### src/rtl/pwm_gate_demodulator.sv
`default_nettype none
// ============================================================================
// Module   : pwm_gate_demodulator
// Brief    : Measures per-bridge gate high-time over one carrier period and
//            rebuilds the per-cell modulation value and the 3-cell sum.
// Revision : 1.0 - initial release
// ============================================================================
module pwm_gate_demodulator #(
  parameter int W = 16
) (
  input  logic                clk,
  input  logic                rst,
  input  logic [1:0]          gate1,
  input  logic [1:0]          gate2,
  input  logic [1:0]          gate3,
  input  logic                period_sync,
  input  logic                clr_flags,
  output logic [W:0]          duty1,
  output logic [W:0]          duty2,
  output logic [W:0]          duty3,
  output logic signed [W:0]   mod_est1,
  output logic signed [W:0]   mod_est2,
  output logic signed [W:0]   mod_est3,
  output logic signed [W+2:0] mod_sum,
  output logic                valid,
  output logic                period_err,
  output logic                sync_lost,
  output logic [2:0]          leg_mismatch
);

  localparam logic [W:0] c_full = {1'b1, {W{1'b0}}};
  localparam logic [W:0] c_half = {2'b01, {(W-1){1'b0}}};
  localparam logic [W:0] c_one  = {{W{1'b0}}, 1'b1};

  typedef enum logic [0:0] {
    S_IDLE    = 1'b0,
    S_MEASURE = 1'b1
  } state_t;

  logic [1:0]          w_gate_in [3];
  logic [1:0]          r_gate_q  [3];
  logic                r_sync_q;
  state_t              r_state;
  logic [W:0]          r_cyc;
  logic [W:0]          r_cnt [3];
  logic [W:0]          r_pub [3];
  logic                r_pub_pend;
  logic [2:0]          w_leg;
  logic [2:0]          w_mis;
  logic signed [W:0]   w_est [3];
  logic signed [W+2:0] w_ext [3];
  logic signed [W+2:0] w_sum;
  logic                w_full;
  logic                w_lost_set;

  assign w_gate_in[0] = gate1;
  assign w_gate_in[1] = gate2;
  assign w_gate_in[2] = gate3;

  // Single input register stage; everything downstream sees only gate_q/sync_q.
  always_ff @(posedge clk or negedge rst) begin
    if (!rst) begin
      for (int i = 0; i < 3; i++) r_gate_q[i] <= 2'b00;
      r_sync_q <= 1'b0;
    end else begin
      for (int i = 0; i < 3; i++) r_gate_q[i] <= w_gate_in[i];
      r_sync_q <= period_sync;
    end
  end

  generate
    for (genvar gi = 0; gi < 3; gi++) begin : g_cell
      assign w_leg[gi] = r_gate_q[gi][0];
      assign w_mis[gi] = r_gate_q[gi][0] ^ r_gate_q[gi][1];
      // Modular subtract: duty=2^W wraps negative as W+1 signed but lands on +2^(W-1).
      assign w_est[gi] = $signed(r_pub[gi] - c_half);
      assign w_ext[gi] = {{2{w_est[gi][W]}}, w_est[gi]};
    end
  endgenerate

  assign w_sum      = w_ext[0] + w_ext[1] + w_ext[2];
  assign w_full     = (r_cyc == c_full);
  assign w_lost_set = (r_state == S_MEASURE) && !r_sync_q && w_full;

  always_ff @(posedge clk or negedge rst) begin
    if (!rst) begin
      r_state    <= S_IDLE;
      r_cyc      <= '0;
      r_pub_pend <= 1'b0;
      period_err <= 1'b0;
      for (int i = 0; i < 3; i++) begin
        r_cnt[i] <= '0;
        r_pub[i] <= '0;
      end
    end else begin
      r_pub_pend <= 1'b0;
      period_err <= 1'b0;
      case (r_state)
        S_IDLE: begin
          if (r_sync_q) begin
            r_state <= S_MEASURE;
            r_cyc   <= c_one;
            for (int i = 0; i < 3; i++) r_cnt[i] <= {{W{1'b0}}, w_leg[i]};
          end
        end
        S_MEASURE: begin
          if (r_sync_q) begin
            // Full window publishes; an early sync throws the partial counts away.
            if (w_full) begin
              r_pub_pend <= 1'b1;
              for (int i = 0; i < 3; i++) r_pub[i] <= r_cnt[i];
            end else begin
              period_err <= 1'b1;
            end
            r_cyc <= c_one;
            for (int i = 0; i < 3; i++) r_cnt[i] <= {{W{1'b0}}, w_leg[i]};
          end else if (w_full) begin
            r_state <= S_IDLE;
            r_cyc   <= '0;
          end else begin
            r_cyc <= r_cyc + c_one;
            for (int i = 0; i < 3; i++) r_cnt[i] <= r_cnt[i] + {{W{1'b0}}, w_leg[i]};
          end
        end
        default: r_state <= S_IDLE;
      endcase
    end
  end

  // Sticky flags: a set in the same cycle as clr_flags takes priority.
  always_ff @(posedge clk or negedge rst) begin
    if (!rst) begin
      sync_lost    <= 1'b0;
      leg_mismatch <= 3'b000;
    end else begin
      sync_lost    <= (sync_lost & ~clr_flags) | w_lost_set;
      leg_mismatch <= (leg_mismatch & ~{3{clr_flags}}) | w_mis;
    end
  end

  always_ff @(posedge clk or negedge rst) begin
    if (!rst) begin
      valid    <= 1'b0;
      duty1    <= '0;
      duty2    <= '0;
      duty3    <= '0;
      mod_est1 <= '0;
      mod_est2 <= '0;
      mod_est3 <= '0;
      mod_sum  <= '0;
    end else begin
      valid <= r_pub_pend;
      if (r_pub_pend) begin
        duty1    <= r_pub[0];
        duty2    <= r_pub[1];
        duty3    <= r_pub[2];
        mod_est1 <= w_est[0];
        mod_est2 <= w_est[1];
        mod_est3 <= w_est[2];
        mod_sum  <= w_sum;
      end
    end
  end

endmodule
`default_nettype wire
### config.mk
export PLATFORM = sky130hd
export DESIGN_NAME = pwm_gate_demodulator
export DESIGN_NICKNAME = d
export VERILOG_FILES = /design/src/rtl/pwm_gate_demodulator.sv
export SDC_FILE = /design/constraint.sdc
export NUM_CORES = 1
export LEC_CHECK = 0
export ABC_AREA = 1
export BUFFER_PORTS_ARGS = -buffer_cell sky130_fd_sc_hd__buf_2
export CAP_MARGIN = 20
export CORE_ASPECT_RATIO = 0.5
export CORE_MARGIN = 2
export CORE_UTILIZATION = 60
export CTS_BUF_LIST = sky130_fd_sc_hd__clkbuf_8
export DETAILED_ROUTE_END_ITERATION = 8
export GPL_TIMING_DRIVEN = 0
export PLACE_DENSITY_LB_ADDON = 0.2
export SYNTH_ARGS = -nofsm -noshare
export SYNTH_HDL_FRONTEND = slang
export SYNTH_SLANG_ARGS = --single-unit
### constraint.sdc
create_clock -name clk -period 2.9 [get_ports clk]
set_input_delay 0.145 -clock clk [delete_from_list [all_inputs] [get_ports clk]]
set_output_delay 0.145 -clock clk [all_outputs]
set_load 0.05 [all_outputs]
==> metrics.txt <==
P per Cell Area=459 nW/um^2; number of buffers created by CTS=30; Seq cells post-synth=210; initial cell density of the core=61.6%; cell row count=34; headroom to the max-slew limit=44.3%; Core Area=17400 sq um; largest net degree at the start of global routing=between 100 and 150; critical path launch point=r_pub[16]; die footprint=19000 sq um; startpoint of the lowest-slack hold path=gate1[1]; Static Leakage=6.65 nW; Total GRT Usage=30.6%; largest fanout of any net on the critical path=5; sequential cell area fraction in the yosys report=48.9%; Pre-Repair DR Iteration Count=6; Antenna diodes=0; final routed wire length divided by cell count=16.4 um; number of hold-slack violations in the final timing report=0; maximum clock insertion buffer count=3; number of enable-type register cells in the synthesized netlist=0; total power after layout=5.72 mW; Max Cap Violations=0; fraction of layout instances using a drive strength above 1=a little under 20%; top cells by area, synth=sky130_fd_sc_hd__dfrtp_1, sky130_fd_sc_hd__nand2_1, sky130_fd_sc_hd__o21ai_0; routed vias/inst=between 5 and 6; top cell type's share of synthesized area=48.9%; Clk pwr share=44.3%; violation count after the first detailed-routing iteration=653; clock transition at the registers of the reported paths=about 0.070 ns; clock period minus final worst setup slack=2.54 ns; number of max-slew violations in the final report=0; Post-Synthesis Net Count=~1300; Chip Height=98.6 um; Post-layout nets=approximately 1500; wire length of the first global-routing pass=45.2 mm; Final TNS setup=0 ns; summed instance area of the synthesized netlist=10700 sq um; vias in the first global route=~8700; Warnings, synthesis=0; fin crit share=87.4%; top-level port count=about 140; CP max stage cell=sky130_fd_sc_hd__fa_1; mean instance size in the synthesized netlist=8.38 sq um; prevailing post-synth register cell=sky130_fd_sc_hd__dfrtp_1; Worst path max stage delay=0.59 ns; Final HPWL DP=21.2 mm; sequence of cells on the critical path=xor2_1, fa_1, inv_1, ha_1, a21oi_1, o21ai_0, a21oi_1, nand3_1, nand3_1, nand2_1; post-synthesis async set-or-reset flop share=100%; clock skew after layout=0.0194 ns; worst IR drop on VDD=roughly 0.35 mV; number of library cell types mapped by synthesis=38; net switching power=1.35 mW; pin slew with the least headroom to its limit=between 0.8 and 0.9 ns; CP startpoint kind=register; CTS tree=done; fraction of the core area covered by cells at the end of the flow=71.6%; Worst EP required=3.36 ns; Port-buffer cells=136; smallest hold slack=0.197 ns; part of the total power dissipated in combinational logic=3.7%; top-count cell post-synth=sky130_fd_sc_hd__nand2_1; Crit Path Category=register to register; worst hold path class=input port to register; setup repair after global routing missed its margin=no; Clock Root Buffer=sky130_fd_sc_hd__clkbuf_8; final weighted congestion of routability-driven global placement=0.921; crit end category=register; Die X-Extent=193 um; run status=completed; clock latency on the worst-skew pair=about 0.59 ns; portion of total power attributed to sequential cells=roughly 52%; list of most frequent post-synthesis cells=sky130_fd_sc_hd__nand2_1, sky130_fd_sc_hd__dfrtp_1, sky130_fd_sc_hd__inv_1; via count=9261; total overflow reported by the global router=0; Worst EP arrival=3.00 ns; H-tree depth reported by CTS=1; Setup Viol. Count Final=0; clock net sink count=210; Int Pwr=roughly 4.4 mW; post-synthesis instance total=1282; Antenna Nets Post-Route=0; initial antenna violation count=1; synthesis-to-layout area growth=16.3%; final routed wirelength across all metal layers=approximately 28 mm; proportion of total power due to net switching=23.6%; biggest area consumer among synthesized cells=sky130_fd_sc_hd__dfrtp_1; highest achievable clock rate=394 MHz; total DRC errors in the routed layout=0; critical register-to-register path startpoint=r_pub[16]
[worst max-delay path: cells and delay by family (launching register included)]
family,cells,cell delay (ns)
flops,1,0.47
xor+xnor,1,0.22
fa+ha+maj,2,0.95
compound gates,3,0.45
simple gates,3,0.26
buf+inv,1,0.07
[cells in the final DEF (no fill, tap or decap), types with 5 or more instances in the layout]
cell,count
sky130_fd_sc_hd__fa_1,18
sky130_fd_sc_hd__buf_2,145
sky130_fd_sc_hd__nor3_1,14
sky130_fd_sc_hd__o21ai_1,26
sky130_fd_sc_hd__a21oi_1,28
sky130_fd_sc_hd__ha_1,25
sky130_fd_sc_hd__nand3_1,76
sky130_fd_sc_hd__o22ai_1,7
sky130_fd_sc_hd__or2_2,5
sky130_fd_sc_hd__o21ai_2,6
sky130_fd_sc_hd__buf_6,6
sky130_fd_sc_hd__o21ai_0,114
sky130_fd_sc_hd__o22ai_2,8
sky130_fd_sc_hd__nand2_1,418
sky130_fd_sc_hd__inv_2,11
sky130_fd_sc_hd__xor2_1,11
sky130_fd_sc_hd__clkbuf_8,38
sky130_fd_sc_hd__buf_4,48
sky130_fd_sc_hd__dfrtp_1,210
sky130_fd_sc_hd__nand4_1,16
sky130_fd_sc_hd__clkbuf_1,19
sky130_fd_sc_hd__xnor2_1,7
sky130_fd_sc_hd__nor2_1,52
sky130_fd_sc_hd__dlygate4sd3_1,9
sky130_fd_sc_hd__inv_1,122
sky130_fd_sc_hd__clkinv_2,6
sky130_fd_sc_hd__nor2_2,5
[worst paths after layout]
kind | endpoint | slack [ns] | cells past startpoint
setup / recovery | mod_sum[17] | 0.36 | 10
hold / removal | r_gate_q[5] | 0.20 | 2
setup reg to reg | mod_sum[17] | 0.36 | 10
hold reg to reg | valid | 0.38 | 0
max in group asynchronous | r_cyc[7] | 1.67 | 3
min in group asynchronous | duty1[0] | 0.22 | 2
[logic make-up (layout without fill, tap and decap cells)]
group	Yosys count	after routing	synth area share (%)
AOI/OAI and AO/OA	201	201	10.5
and+or+nand+nor	599	599	23.2
DFF	210	210	48.9
xor gates and xnor gates	18	18	1.47
buffers and inverters	211	410	9.59
adders and majority gates	43	43	6.27
[final cells by class]
class	instances	area, sq um
flip-flops and latches	210	5260
fillers	1369	4960
multi-input cells	861	4450
repair buffers	146	808
plain buffers	83	549
clock buffers	38	523
inverters	128	480
well taps	234	293
clock inverters	15	121
[power by group through the flow]
stage          Sequential, mW  Clock [mW]  Combinational (mW)
4_1_cts                  2.98        2.55               0.213
5_1_grt                  2.98        2.68               0.237
2_1_floorplan            3.05           0              0.0808
3_3_place_gp             3.03           0               0.192
3_5_place_dp             3.03           0               0.202
6_report                 2.98        2.53               0.210
[routing by layer]
layer | track usage (%) | routed length, um | part of all wire [%]
met1 | 44.1 | 12800 | 46
met3 | 8.69 | 2480 | 8.8
met4 | 7.46 | 497 | 1.8
met2 | 46.1 | 12300 | 44
met5 | 0 | 13 | 0.046
[timing repair]
action / CTS / global route
hold buffers: 9 / 0
setup buffers: 0 / 0
gates resized for setup: 0 / 0
hold endpoints to repair: 121 / 0
[stage by stage]
step | instances | area [sq um] | setup slack (ns)
after floorplan | 1282 | 10700 | 0.680
after global placement | 1652 | 11700 | -1.82
after detailed placement | 1653 | 11700 | 0.394
after CTS | 1715 | 12500 | 0.377
after global routing | 1715 | 12500 | 0.159
final | 1715 | 12500 | 0.364
[sequential cells by signal (all words and copies together), names as in the netlist]
signal and cells:
r_pub 51, r_state 1, sync_lost 1, mod_est1 2
duty3 17, r_gate_q 6, duty1 17, mod_est3 2
period_err 1, r_sync_q 1, leg_mismatch 3, r_cyc 17
mod_sum 19, mod_est2 2, r_pub_pend 1, valid 1
r_cnt 51, duty2 17
No activity file was read; power rests on OpenSTA's default activity.
